**src/rtl/ppi_pkg.sv**
```systemverilog
// ppi_pkg: shared state types, bus addresses and decode helpers for the Port A Mode 1 sequencer.
package ppi_pkg;
  typedef enum logic [1:0] {IN_IDLE, IN_EMPTY, IN_FULL, IN_READ} in_state_e;
  typedef enum logic [1:0] {OUT_IDLE, OUT_EMPTY, OUT_FULL, OUT_ACK} out_state_e;
  localparam logic [1:0] ADDR_PA = 2'd0;
  localparam logic [1:0] ADDR_CTRL = 2'd3;
  localparam logic [2:0] INTE_A_IN_BIT = 3'd4;
  localparam logic [2:0] INTE_A_OUT_BIT = 3'd6;
  function automatic logic is_mode1(input logic [7:0] cw);
    return cw[7] && cw[6:5] == 2'b01;
  endfunction
  function automatic logic bsr_hits_inte(input logic [7:0] data, input logic dir_in);
    return data[3:1] == (dir_in ? INTE_A_IN_BIT : INTE_A_OUT_BIT);
  endfunction
endpackage

```
**src/rtl/ppi_sync_edge.sv**
```systemverilog
// ppi_sync_edge: optional synchronizer chain followed by registered one-cycle rise/fall pulses.
// STAGES=0 bypasses the chain for signals that are already clock-synchronous.
module ppi_sync_edge #(
  parameter int STAGES = 2
) (
  input  logic i_clk,
  input  logic i_rst_n,
  input  logic i_d,
  output logic o_fall,
  output logic o_rise
);
  logic w_s;
  logic r_d, r_fall, r_rise;
  if (STAGES == 0) begin : g_direct
    assign w_s = i_d;
  end else begin : g_sync
    logic [STAGES-1:0] r_sync;
    always_ff @(posedge i_clk or negedge i_rst_n)
      if (!i_rst_n) r_sync <= '1;
      else begin
        r_sync[0] <= i_d;
        for (int k = 1; k < STAGES; k++) r_sync[k] <= r_sync[k-1];
      end
    assign w_s = r_sync[STAGES-1];
  end
  always_ff @(posedge i_clk or negedge i_rst_n)
    if (!i_rst_n) begin
      r_d    <= 1'b1;
      r_fall <= 1'b0;
      r_rise <= 1'b0;
    end else begin
      r_d    <= w_s;
      r_fall <= r_d & ~w_s;
      r_rise <= ~r_d & w_s;
    end
  assign o_fall = r_fall;
  assign o_rise = r_rise;
endmodule

```
**src/rtl/ppi_porta_mode1_ctrl.sv**
```systemverilog
// ppi_porta_mode1_ctrl: 8255 group-A Mode 1 strobed handshake for Port A.
// Owns INTE_A, the Port A input latch and the IBF/OBF_N/INTR handshake lines.
module ppi_porta_mode1_ctrl
  import ppi_pkg::*;
#(
  parameter int SYNC_STAGES = 2
) (
  input  logic       i_clk,
  input  logic       i_reset_n,
  input  logic [7:0] i_control_word,
  input  logic [1:0] i_a,
  input  logic       i_read,
  input  logic       i_write,
  input  logic [7:0] i_data,
  input  logic [7:0] i_pa_in,
  input  logic       i_stb_n,
  input  logic       i_ack_n,
  output logic [7:0] o_pa_latch,
  output logic       o_ibf,
  output logic       o_obf_n,
  output logic       o_intr,
  output logic       o_inte
);
  in_state_e  r_in_st, w_in_nxt;
  out_state_e r_out_st, w_out_nxt;
  logic       r_flag, w_flag_nxt, r_inte, w_inte_nxt, r_intr;
  logic [7:0] r_latch, w_latch_nxt;
  logic       w_stb_fall, w_stb_rise, w_ack_fall, w_ack_rise;
  logic       w_rd_fall, w_rd_rise, w_wr_fall, w_wr_rise;
  logic       w_dir_in, w_ctrl_wr, w_mode_set, w_bsr_inte;
  logic       w_pa_rd_fall, w_pa_rd_rise, w_pa_wr_fall, w_pa_wr_rise;
  ppi_sync_edge #(.STAGES(SYNC_STAGES)) u_stb (.i_clk(i_clk), .i_rst_n(i_reset_n), .i_d(i_stb_n), .o_fall(w_stb_fall), .o_rise(w_stb_rise));
  ppi_sync_edge #(.STAGES(SYNC_STAGES)) u_ack (.i_clk(i_clk), .i_rst_n(i_reset_n), .i_d(i_ack_n), .o_fall(w_ack_fall), .o_rise(w_ack_rise));
  ppi_sync_edge #(.STAGES(0)) u_rd (.i_clk(i_clk), .i_rst_n(i_reset_n), .i_d(i_read), .o_fall(w_rd_fall), .o_rise(w_rd_rise));
  ppi_sync_edge #(.STAGES(0)) u_wr (.i_clk(i_clk), .i_rst_n(i_reset_n), .i_d(i_write), .o_fall(w_wr_fall), .o_rise(w_wr_rise));
  assign w_dir_in     = i_control_word[4];
  assign w_ctrl_wr    = w_wr_rise && i_a == ADDR_CTRL;
  assign w_mode_set   = w_ctrl_wr && i_data[7];
  assign w_bsr_inte   = w_ctrl_wr && !i_data[7] && bsr_hits_inte(i_data, w_dir_in);
  assign w_pa_rd_fall = w_rd_fall && i_a == ADDR_PA;
  assign w_pa_rd_rise = w_rd_rise && i_a == ADDR_PA;
  assign w_pa_wr_fall = w_wr_fall && i_a == ADDR_PA;
  assign w_pa_wr_rise = w_wr_rise && i_a == ADDR_PA;
  always_comb begin
    w_in_nxt    = r_in_st;
    w_out_nxt   = r_out_st;
    w_flag_nxt  = r_flag;
    w_inte_nxt  = w_bsr_inte ? i_data[0] : r_inte;
    w_latch_nxt = r_latch;
    if (w_mode_set || !is_mode1(i_control_word)) begin
      w_in_nxt   = IN_IDLE;
      w_out_nxt  = OUT_IDLE;
      w_flag_nxt = 1'b0;
      if (w_mode_set) w_inte_nxt = 1'b0;
    end else if (w_dir_in) begin
      w_out_nxt = OUT_IDLE;
      // a direction swap spends one cycle with both machines idle
      if (r_out_st != OUT_IDLE) w_flag_nxt = 1'b0;
      else case (r_in_st)
        IN_IDLE:  w_in_nxt = IN_EMPTY;
        IN_EMPTY: if (w_stb_fall) begin
          w_latch_nxt = i_pa_in;
          w_in_nxt    = IN_FULL;
        end
        IN_FULL: begin
          if (w_stb_rise) w_flag_nxt = r_inte;
          if (w_pa_rd_fall) begin
            w_flag_nxt = 1'b0;
            w_in_nxt   = IN_READ;
          end
        end
        default: if (w_pa_rd_rise) w_in_nxt = IN_EMPTY;
      endcase
    end else begin
      w_in_nxt = IN_IDLE;
      if (r_in_st != IN_IDLE) w_flag_nxt = 1'b0;
      else if (r_out_st == OUT_IDLE) w_out_nxt = OUT_EMPTY;
      else begin
        if (w_pa_wr_fall) w_flag_nxt = 1'b0;
        if (w_pa_wr_rise) w_out_nxt = OUT_FULL;
        else if (r_out_st == OUT_FULL && w_ack_fall) w_out_nxt = OUT_ACK;
        else if (r_out_st == OUT_ACK && w_ack_rise) begin
          w_flag_nxt = r_inte;
          w_out_nxt  = OUT_EMPTY;
        end
      end
    end
  end
  always_ff @(posedge i_clk or negedge i_reset_n)
    if (!i_reset_n) begin
      r_in_st  <= IN_IDLE;
      r_out_st <= OUT_IDLE;
      r_flag   <= 1'b0;
      r_inte   <= 1'b0;
      r_intr   <= 1'b0;
      r_latch  <= '0;
    end else begin
      r_in_st  <= w_in_nxt;
      r_out_st <= w_out_nxt;
      r_flag   <= w_flag_nxt;
      r_inte   <= w_inte_nxt;
      r_intr   <= r_flag & r_inte;
      r_latch  <= w_latch_nxt;
    end
  assign o_pa_latch = r_latch;
  assign o_ibf      = r_in_st == IN_FULL || r_in_st == IN_READ;
  assign o_obf_n    = r_out_st != OUT_FULL;
  assign o_intr     = r_intr;
  assign o_inte     = r_inte;
endmodule
```
**config.mk**
```make
export PLATFORM = sky130hd
export DESIGN_NAME = ppi_porta_mode1_ctrl
export DESIGN_NICKNAME = d
export VERILOG_FILES = /design/src/rtl/ppi_pkg.sv /design/src/rtl/ppi_sync_edge.sv /design/src/rtl/ppi_porta_mode1_ctrl.sv
export SDC_FILE = /design/constraint.sdc
export NUM_CORES = 1
export LEC_CHECK = 0
export ABC_CLOCK_PERIOD_IN_PS = 1900
export CORE_ASPECT_RATIO = 1.25
export CORE_UTILIZATION = 45
export CTS_CLUSTER_DIAMETER = 30
export CTS_CLUSTER_SIZE = 20
export DETAILED_ROUTE_END_ITERATION = 8
export PLACE_DENSITY_LB_ADDON = 0.05
export SETUP_SLACK_MARGIN = 0.3
export SYNTH_ARGS = -nofsm -noshare
export SYNTH_HDL_FRONTEND = slang
export SYNTH_SLANG_ARGS = --single-unit
```
**constraint.sdc**
```tcl
create_clock -name i_clk -period 1.9 [get_ports i_clk]
set_input_delay 0.19 -clock i_clk [delete_from_list [all_inputs] [get_ports i_clk]]
set_output_delay 0.19 -clock i_clk [all_outputs]
set_load 0.005 [all_outputs]
```
==> reports/results.ini, run 1 <==
[status]
status = complete, no violations

[clocking]
insertion_delay_ps = 330
root_buffer = clkbuf_4
cts-hold-fix-buffers = 0
cts_tree = done
clock-sinks = 31
cts_buffers = 5
clock_path_buffers = 2
clkTransAtPathRegs_ps = 100
h-tree-depth = 2

[logic_synthesis]
synth_area_mm2 = 0.00140
synth_cells = 106
syn-num-nets = 142
avgSynthCellArea_um2 = 13.2
ys_seq_area_share_pct = 56.1
synth_warnings = 0
synth_cell_types = 41
synth-seq-cells = 31

[grt]
grt_pass1_vias = 1078
antenna_found_initial = 0
gr-total-overflow = 0
grt_pass1_wl_um = 4620
grtUsageTotal_pct = 19.5
grt_max_degree = 32

[job]
maxCapViolations = 0

[timing]
hold_viol_final = 0
finalCritPeriodShare_pct = 81.5
rsz0062_at_grt = true
tightest_slew_ps = 389
setup_viol = 0
tns_ps = 0
maxSlewViolCount = 0
finClkSkew_ps = 8.15
hold_slack_ps = 234
maxSlewHeadroom_pct = 73.8
min_period_ps = 1550
fmax_mhz = 646

[critical_path]
path_cells = inv_2 > ha_4 > and3_1 > nand3_4 > mux2_4
reg2regPathDepth = 5
cpPeakStageDelay_ps = 460
cp.required_ps = 2120
crit_path_max_fanout = 8
arrival_ps = 1770
r2r-end = o_pa_latch[2]$_DFFE_PN0P_
crit_slowest_cell = dfrtp_2
cp-end-kind = register
r2r_slack_ps = 350
cp.buffers_inverters = 1
path_delay_family = flip-flops
regToRegStartpoint = r_in_st[1]$_DFFE_PN0P_
cp-start-kind = register
path_class = register to register

[route]
wl_per_cell_um = 14.4
drt-pass1-iter-count = 4
routed_wl_um = 2770
ant_nets = 0
drc = 0
initialDrtViolationCount = 6
viasPerCell = 5.35
vias = 1027

[finish]
mostFrequentLayoutCell = clkdlybuf4s50_1
area_delta_synth_final_pct = 39.4
antenna_cells = 0
num-nets-final = 191
layout_common_cells = 34 x clkdlybuf4s50_1, 22 x dfrtp_1, 10 x nor2b_1, 8 x mux2_4, 8 x dfstp_2
final_cells = 192
nFillCells = 252
drive_above_1_share_pct = 30.1
fin_area_mm2 = 0.00195

[place]
dp.cells = 183
place_area_mm2 = 0.00184
place_hpwl_um = 1990
gp_congestion = 0.774
port_buffers = 36

[floorplan]
boundaryPins = 44
row_count = 22
fp.dieArea_mm2 = 0.00334
core-area_mm2 = 0.00295
die_h_um = 64.4
initial_core_util_pct = 47.6
dieWidth_um = 51.9

[power]
finalPower_w = 0.00122
p_per_area_mw_per_mm2 = 626
p_leak_nw = 0.853
peakVddDrop_v = 0.000662

[min_path]
hold_class = input pin to async pin

==> final cells by class <==
class                           count  area (µm²)  area share, %
Clock buffer                        5        37.5           1.92
Clock inverter                      3        20.0           1.02
Tap cell                           36        45.0           2.31
Sequential cell                    31         787           40.3
Timing Repair Buffer               42         399           20.4
Inverter                            4        15.0          0.769
Multi-Input combinational cell     71         649           33.2
==> worst max-delay path by stage <==
stage | from | endpoint | slack (ps) | cells after the start
after floorplan | r_in_st[0]$_DFFE_PN0P_ | r_in_st[0]$_DFFE_PN0P_ | 410 | 5
after global placement | i_a[1] | r_in_st[0]$_DFFE_PN0P_ | 140 | 6
after detailed placement | i_a[1] | r_in_st[0]$_DFFE_PN0P_ | 70 | 6
after CTS | r_in_st[1]$_DFFE_PN0P_ | r_in_st[0]$_DFFE_PN0P_ | 260 | 5
after global routing | r_in_st[1]$_DFFE_PN0P_ | o_pa_latch[2]$_DFFE_PN0P_ | 280 | 5
final | r_in_st[1]$_DFFE_PN0P_ | o_pa_latch[2]$_DFFE_PN0P_ | 350 | 5
==> report_power, final <==
part / total (W) / internal (W) / leakage (nW) / switching, W
Clock: 0.000372 / 0.000141 / 0.0272 / 0.000231
Sequential: 0.000708 / 0.000692 / 0.389 / 0.0000166
Combinational: 0.000142 / 0.0000889 / 0.438 / 0.0000527
==> synthesized netlist by cell type (all sizes together) <==
master    n  area share, %
and4b     1           0.98
or4       1           0.54
and2      1           0.45
a21oi     3            1.1
o31a      1           0.63
a32oi     1           0.63
mux2      8            8.6
a311oi    1           0.63
o2111a    1           0.80
or3b      1           0.63
nor3b     2            1.4
inv       4            1.1
dfstp     8             15
o31ai     1           0.54
o21ba     1           0.71
nor4bb    1           0.71
o21ai     3            1.1
nand4     2            1.3
dfrtp    23             41
a2bb2oi   1           0.63
nor4b     1           0.63
nor2      6            1.8
nand2     3           0.80
nand3     6            3.0
nor2b    10            4.5
a2111oi   1            2.0
xor2      1           0.63
ha        4            3.6
and3      1           0.45
mux2i     1           0.71
o211ai    1           0.54
a211o     1           0.63
or2       2            1.1
nand2b    2           0.89
nor3      1           0.36
==> per-layer routing <==
| layer | part of all wire (%) | up-vias | GRT usage, % |
|---|---|---|---|
| met5 | 0 | - | 0 |
| met4 | 1.1 | 0 | 10.5 |
| met3 | 5.6 | 4 | 6.67 |
| met2 | 54 | 33 | 32.4 |
| met1 | 40 | 511 | 21.3 |
| li1 | - | 479 | - |
==> timing repair <==
item                       4_1_cts  5_1_grt
setup buffers                    1        0
setup endpoints to repair       12       11
pin swaps                        2        1
resized for setup                9        7
==> flip-flops by register name, summed over array words and instances (netlist names) <==
register	flops
r_flag	1
o_intr	1
u_ack.g_sync.r_sync	2
u_rd.o_rise	1
u_stb.g_sync.r_sync	2
u_stb.r_d	1
u_ack.o_fall	1
u_rd.o_fall	1
r_out_st	2
o_inte	1
u_wr.r_d	1
u_stb.o_rise	1
u_wr.o_rise	1
o_pa_latch	8
u_rd.r_d	1
u_stb.o_fall	1
u_ack.r_d	1
r_in_st	2
u_ack.o_rise	1
u_wr.o_fall	1
==> stage by stage <==
step / setup slack [ps] / util, %
after floorplan: 405 / -
after global placement: 136 / 62.6
after detailed placement: 68.1 / 62.6
after CTS: 260 / 65.5
after global routing: 276 / 66.3
final: 351 / 66.3
==> kinds of logic (layout without fill, tap and decap cells) <==
logic type,count (synthesis),in the layout,synth area share (%)
simple gates,41,41,19.6
xor+xnor,1,1,0.625
flops,31,31,56.1
fa+ha+maj,4,4,3.57
compound gates,16,16,9.82
mux,9,9,9.29
buf+inv,4,54,1.07
Note: power is estimated with default switching activity, not from simulation.
==> run 2, diff against run 1 <==
--- a/config.mk
+++ b/config.mk
@@ -5,7 +5,7 @@
 export SDC_FILE = /design/constraint.sdc
 export NUM_CORES = 1
 export LEC_CHECK = 0
-export ABC_CLOCK_PERIOD_IN_PS = 1900
+export ABC_CLOCK_PERIOD_IN_PS = 1490
 export CORE_ASPECT_RATIO = 1.25
 export CORE_UTILIZATION = 45
 export CTS_CLUSTER_DIAMETER = 30
==> constraint.sdc (replaced) <==
create_clock -name i_clk -period 1.49 [get_ports i_clk]
set_input_delay 0.149 -clock i_clk [delete_from_list [all_inputs] [get_ports i_clk]]
set_output_delay 0.149 -clock i_clk [all_outputs]
set_load 0.005 [all_outputs]
==> reports/results.ini, run 2 (synthesized netlist as in run 1, its figures left out) <==
[status]
status = finished with violations
violations = negative setup slack

[floorplan]
row_count = 22  ; unchanged
initial_core_util_pct = 47.6  ; unchanged
dieWidth_um = 51.9  ; unchanged
fp.dieArea_mm2 = 0.00334  ; unchanged
core-area_mm2 = 0.00295  ; unchanged
boundaryPins = 44  ; unchanged
die_h_um = 64.4  ; unchanged

[route]
drc = 0  ; unchanged
top_layer = met4
dr_wl_met2_um = 1530  ; +2.7%
wl_met3_um = 171  ; +10%
initialDrtViolationCount = 17  ; +11
vias = 1066  ; +3.8%
drt-pass1-iter-count = 4  ; unchanged
ant_nets = 0  ; unchanged
wl_per_cell_um = 14.5  ; +0.50%
met1Wirelength_um = 1190  ; +8.1%
viasPerCell = 5.23  ; -2.3%
routed_wl_um = 2960  ; +6.8%

[power]
p_leak_nw = 0.978  ; +15%
p_per_area_mw_per_mm2 = 842  ; +35%
peakVddDrop_v = 0.000714  ; +7.9%

[finish]
layout_common_cells = 24 x clkdlybuf4s50_1, 19 x dfrtp_1, 14 x buf_4, 10 x nor2b_1, 9 x dlygate4sd2_1
area_delta_synth_final_pct = 51.1
drive_above_1_share_pct = 41.7  ; +12 points
largest_reg_flops = 8  ; unchanged
antenna_cells = 0  ; unchanged
num-nets-final = 203  ; +6.3%
mostFrequentLayoutCell = clkdlybuf4s50_1

[job]
maxCapViolations = 0  ; unchanged

[timing]
maxSlewViolCount = 0  ; unchanged
maxSlewHeadroom_pct = 72.9  ; -0.86 points
fmax_mhz = 656  ; +1.6%
hold_slack_ps = 199  ; -35.4 ps
finClkSkew_ps = 8.66  ; +0.513 ps
rsz0062_at_grt = true
finalWorstSetupSlack_ps = -35.0  ; -386 ps
min_period_ps = 1520  ; -24.0 ps
tightest_slew_ps = 401  ; +11.5 ps
setup_viol = 9  ; +9
tns_ps = -91.1  ; -91.1 ps
hold_viol_final = 0  ; unchanged
finalCritPeriodShare_pct = 102  ; +21 points

[critical_path]
cp-start-kind = register
regToRegStartpoint = r_out_st[1]$_DFFE_PN0P_
cp-end-kind = register
r2r_slack_ps = -30  ; -390 ps
path_class = register to register
crit_path_max_fanout = 4  ; -4
arrival_ps = 1780  ; about the same
reg2regPathDepth = 4  ; -1
cp.required_ps = 1750  ; -370 ps
r2r-end = r_in_st[0]$_DFFE_PN0P_

[clocking]
clock-sinks = 31  ; unchanged
clkTransAtPathRegs_ps = 100  ; about the same
cts_tree = done
cts-hold-fix-buffers = 0  ; unchanged
h-tree-depth = 2  ; unchanged
insertion_delay_ps = 330  ; about the same
cts_buffers = 5  ; unchanged
clock_path_buffers = 2  ; unchanged
root_buffer = clkbuf_4

[min_path]
hold_class = input pin to async pin

[grt]
grt_pass1_wl_um = 4790  ; +3.6%
grt_max_degree = 32  ; unchanged
grt_pass1_vias = 1093  ; +1.4%
gr-total-overflow = 0  ; unchanged
grtUsageTotal_pct = 20.4  ; +0.83 points
antenna_found_initial = 0  ; unchanged

[place]
place_hpwl_um = 2130  ; +6.9%
gp_congestion = 0.846  ; +9.3%
port_buffers = 36  ; unchanged

-- run 2: routing by layer --
metal / up-vias / track usage, %
met5: - / 0
met4: 0 / 9.46
met3: 7 / 6.43
met2: 41 / 35.4
met1: 517 / 21.6
li1: 501 / -
-- run 2: worst max path at each step --
stage / from / to / slack, ps / depth (start not counted)
after floorplan: r_in_st[1]$_DFFE_PN0P_ / o_pa_latch[0]$_DFFE_PN0P_ / 60 / 5
after global placement: i_a[1] / r_in_st[0]$_DFFE_PN0P_ / -160 / 6
after detailed placement: i_a[1] / r_in_st[0]$_DFFE_PN0P_ / -220 / 6
after CTS: r_in_st[1]$_DFFE_PN0P_ / o_pa_latch[7]$_DFFE_PN0P_ / -40 / 5
after global routing: r_in_st[0]$_DFFE_PN0P_ / r_in_st[1]$_DFFE_PN0P_ / -80 / 5
final: r_out_st[1]$_DFFE_PN0P_ / r_in_st[0]$_DFFE_PN0P_ / -30 / 4
-- run 2: power breakdown --
group / internal (W) / leakage (nW) / switching, W
Sequential: 0.000882 / 0.385 / 0.0000202
Combinational: 0.000121 / 0.545 / 0.0000748
Clock: 0.000396 / 0.0482 / 0.000288
-- run 2: timing repair --
item,in CTS,in global routing
setup endpoints to repair,25,16
gates resized for setup,30,10
buffers inserted,6,0
pin swaps,4,5
-- run 2: worst max-delay path, cell delays in order (launching register included) --
cell     delay, ps
dfrtp_1        410
buf_4          140
or2_4          250
or4_4          510
a21oi_2        140
-- run 2: layout make-up --
class | count | area (µm²)
Clock buffer | 6 | 51.3
Clock inverter | 2 | 35.0
Fill cell | 203 | 828
Inverter | 4 | 20.0
Multi-Input combinational cell | 71 | 686
Sequential cell | 31 | 791
Tap cell | 36 | 45.0
Timing Repair Buffer | 54 | 489
-- run 2: stage by stage --
step	utilization [%]	cell area, µm²	power (W)	worst slack, ps	cells
6_report	71.9	2120	0.00178	-35.0	204
5_1_grt	71.9	2120	0.00185	-75.5	204
4_1_cts	70.6	2080	0.00180	-38.9	204
3_5_place_dp	65.8	1940	0.00111	-224	190
3_3_place_gp	65.8	1940	0.00110	-158	190
2_1_floorplan	-	1440	0.000970	63.4	106
==> run 3, diff against run 2 <==
--- a/config.mk
+++ b/config.mk
@@ -5,9 +5,9 @@
 export SDC_FILE = /design/constraint.sdc
 export NUM_CORES = 1
 export LEC_CHECK = 0
-export ABC_CLOCK_PERIOD_IN_PS = 1490
+export ABC_CLOCK_PERIOD_IN_PS = 1900
 export CORE_ASPECT_RATIO = 1.25
-export CORE_UTILIZATION = 45
+export CORE_UTILIZATION = 48
 export CTS_CLUSTER_DIAMETER = 30
 export CTS_CLUSTER_SIZE = 20
 export DETAILED_ROUTE_END_ITERATION = 8
@@ -15,4 +15,5 @@
 export SETUP_SLACK_MARGIN = 0.3
 export SYNTH_ARGS = -nofsm -noshare
 export SYNTH_HDL_FRONTEND = slang
+export SYNTH_HIERARCHICAL = 1
 export SYNTH_SLANG_ARGS = --single-unit
==> constraint.sdc (replaced) <==
create_clock -name i_clk -period 1.9 [get_ports i_clk]
set_input_delay 0.19 -clock i_clk [delete_from_list [all_inputs] [get_ports i_clk]]
set_output_delay 0.19 -clock i_clk [all_outputs]
set_load 0.005 [all_outputs]
==> reports/results.ini, run 3 <==
[power]
p_per_area_mw_per_mm2 = 620  ; -26%
peakVddDrop_v = 0.000561  ; -21%
p_leak_nw = 0.854  ; -13%
finalPower_w = 0.00125  ; -30%

[critical_path]
path_cells = ha_2 > or2_2 > buf_2
regToRegStartpoint = r_in_st[1]$_DFFE_PN0P_
reg2regPathDepth = 6  ; +2
cp-start-kind = register
path_delay_family = flip-flops
cp.required_ps = 1710  ; -40 ps
crit_slowest_cell = dfrtp_2
path_class = register to output pin
r2r_slack_ps = 330  ; +360 ps
r2r-end = r_in_st[0]$_DFFE_PN0P_
arrival_ps = 1410  ; -370 ps
startpoint = r_in_st[0]$_DFFE_PN0P_
cp-end-kind = output pin
cp.buffers_inverters = 1  ; unchanged
worst-path-stages = 3  ; -1
cpPeakStageDelay_ps = 470  ; -40 ps
crit_path_max_fanout = 4  ; unchanged

[logic_synthesis]
synthArstFlopShare_pct = 100  ; unchanged
synth_area_mm2 = 0.00134  ; -4.6%
synthTopCellsByArea = dfrtp_1 43%, dfstp_2 16%, mux2_2 6.7%
synth-seq-cells = 31  ; unchanged
ys_seq_area_share_pct = 58.7  ; +2.7 points
synthFlopType = dfrtp_1
avgSynthCellArea_um2 = 12.5  ; -5.4%
yosysMostFrequentCell = dfrtp_1
syn-num-nets = 143  ; +0.70%
synth_common_cells = 23 x dfrtp_1, 8 x dfstp_2, 8 x mux2_2, 7 x inv_1
synth_top_area_cell = dfrtp_1
synth_warnings = 6  ; +6
yosysTopAreaCellShare_pct = 43.0  ; +2.0 points
synth_edf_count = 0  ; unchanged
synth_cell_types = 33  ; -20%
synth_cells = 107  ; +0.94%

[timing]
fmax_mhz = 627
setup_viol = 0  ; -9
tns_ps = 0  ; +91.1 ps
tightest_slew_ps = 382  ; -19.0 ps
rsz0062_at_grt = true
finalCritPeriodShare_pct = 84.0
maxSlewHeadroom_pct = 74.5  ; +1.6 points
maxSlewViolCount = 0  ; unchanged
finClkSkew_ps = 17.4  ; +8.69 ps
min_period_ps = 1600
hold_viol_final = 0  ; unchanged

[finish]
multiInputGateArea_um2 = 634  ; -7.5%
num-nets-final = 199  ; -2.0%
layout_common_cells = 34 x clkdlybuf4s50_1, 21 x dfrtp_1, 12 x buf_4, 8 x mux2_4, 8 x dfstp_2
mostFrequentLayoutCell = clkdlybuf4s50_1
area_delta_synth_final_pct = 51.4
nFillCells = 186  ; -8.4%
seq_area_um2 = 788  ; -0.32%
drive_above_1_share_pct = 37.2  ; -4.5 points
antenna_cells = 0  ; unchanged
largest_reg_flops = 8  ; unchanged

[status]
status = complete, no violations

[floorplan]
die_h_um = 61.0  ; -5.2%
initial_core_util_pct = 50.4  ; +2.8 points
fp.dieArea_mm2 = 0.00300  ; -10%
dieWidth_um = 49.2  ; -5.2%
boundaryPins = 44  ; unchanged
core-area_mm2 = 0.00265  ; -9.9%
row_count = 21  ; -4.5%

[grt]
grtUsageTotal_pct = 20.5  ; +0.13 points
grt_pass1_wl_um = 4370  ; -8.8%
grt_pass1_vias = 1047  ; -4.2%
grt_max_degree = 32  ; unchanged
antenna_found_initial = 0  ; unchanged
gr-total-overflow = 0  ; unchanged

[clocking]
insertion_delay_ps = 330  ; about the same
h-tree-depth = 2  ; unchanged
clkTransAtPathRegs_ps = 100  ; about the same
root_buffer = clkbuf_4
cts-hold-fix-buffers = 0  ; unchanged
clock_path_buffers = 2  ; unchanged
cts_tree = done
cts_buffers = 5  ; unchanged
clock-sinks = 31  ; unchanged

[route]
initialDrtViolationCount = 8  ; -9
routed_wl_um = 2800  ; -5.5%
ant_nets = 0  ; unchanged
drc = 0  ; unchanged
vias = 1036  ; -2.8%
wl_per_cell_um = 14.1  ; -2.7%
drt-pass1-iter-count = 4  ; unchanged
viasPerCell = 5.23  ; +0.13%

[place]
port_buffers = 36  ; unchanged
place_hpwl_um = 1870  ; -12%
gp_congestion = 0.800  ; -5.5%

[min_path]
hold_class = input pin to async pin

[job]
maxCapViolations = 0  ; unchanged

[run 3: cell types whose count changed after synthesis, moves of 3 or more]
cell     delta
nor2b_1     -5
nor3b_1     +3
o22ai_1     +3
and2b_2     +4
mux2_2      +8
mux2_4      -8
inv_1       +3
[run 3: what timing repair did]
action                     in CTS  in global routing
buffers inserted                2                  3
pin swaps                       1                  5
setup endpoints to repair      12                 13
resized for setup              16                 19
[run 3: cell families (layout without fill, tap and decap cells)]
| family | after synthesis | count (layout) | share of synthesized area, % |
|---|---|---|---|
| fa+ha+maj | 4 | 4 | 3.74 |
| simple gates | 36 | 36 | 17.5 |
| compound gates | 20 | 20 | 10.7 |
| buf+inv | 7 | 64 | 1.96 |
| xor+xnor | 1 | 1 | 0.655 |
| mux | 8 | 8 | 6.74 |
| flops | 31 | 31 | 58.7 |
[run 3: worst max-delay path by stage]
stage	end	slack, ps
floorplan	o_pa_latch[0]$_DFFE_PN0P_	350
global placement	o_pa_latch[2]$_DFFE_PN0P_	80
detailed placement	o_pa_latch[3]$_DFFE_PN0P_	30
CTS	o_ibf	270
global route	o_ibf	250
finish	o_ibf	300
[run 3: metrics by stage]
stage	util (%)	instance area, µm²	hold slack (ps)	worst slack [ps]	std cells
after detailed placement	68.3	1810	348	32.6	185
after global routing	76.3	2020	258	250	198
final	76.3	2020	235	305	198
after CTS	72.7	1930	233	267	195
after floorplan	-	1340	-106	348	107
after global placement	68.3	1810	346	79.3	185
[run 3: metal layers]
layer  vias to the layer above  track usage (%)  part of all wire [%]
met2                        31             35.4                    52
met5                         -                0                     0
li1                        491                -                     -
met3                         7             7.41                   5.2
met4                         0             15.1                   2.3
met1                       507             20.7                    40
[run 3: final cells by class]
| class | instances | area share (%) |
|---|---|---|
| Multi-Input combinational cell | 69 | 31.3 |
| Inverter | 7 | 1.55 |
| Clock inverter | 1 | 0.247 |
| Sequential cell | 31 | 38.9 |
| Tap cell | 34 | 2.10 |
| Clock buffer | 7 | 2.72 |
| Timing Repair Buffer | 49 | 23.1 |
[run 3: where the power goes]
group	switching, W	leakage [nW]	internal [W]
registers	0.0000145	0.387	0.000692
logic	0.0000577	0.432	0.0000986
clock network	0.000213	0.0353	0.000179
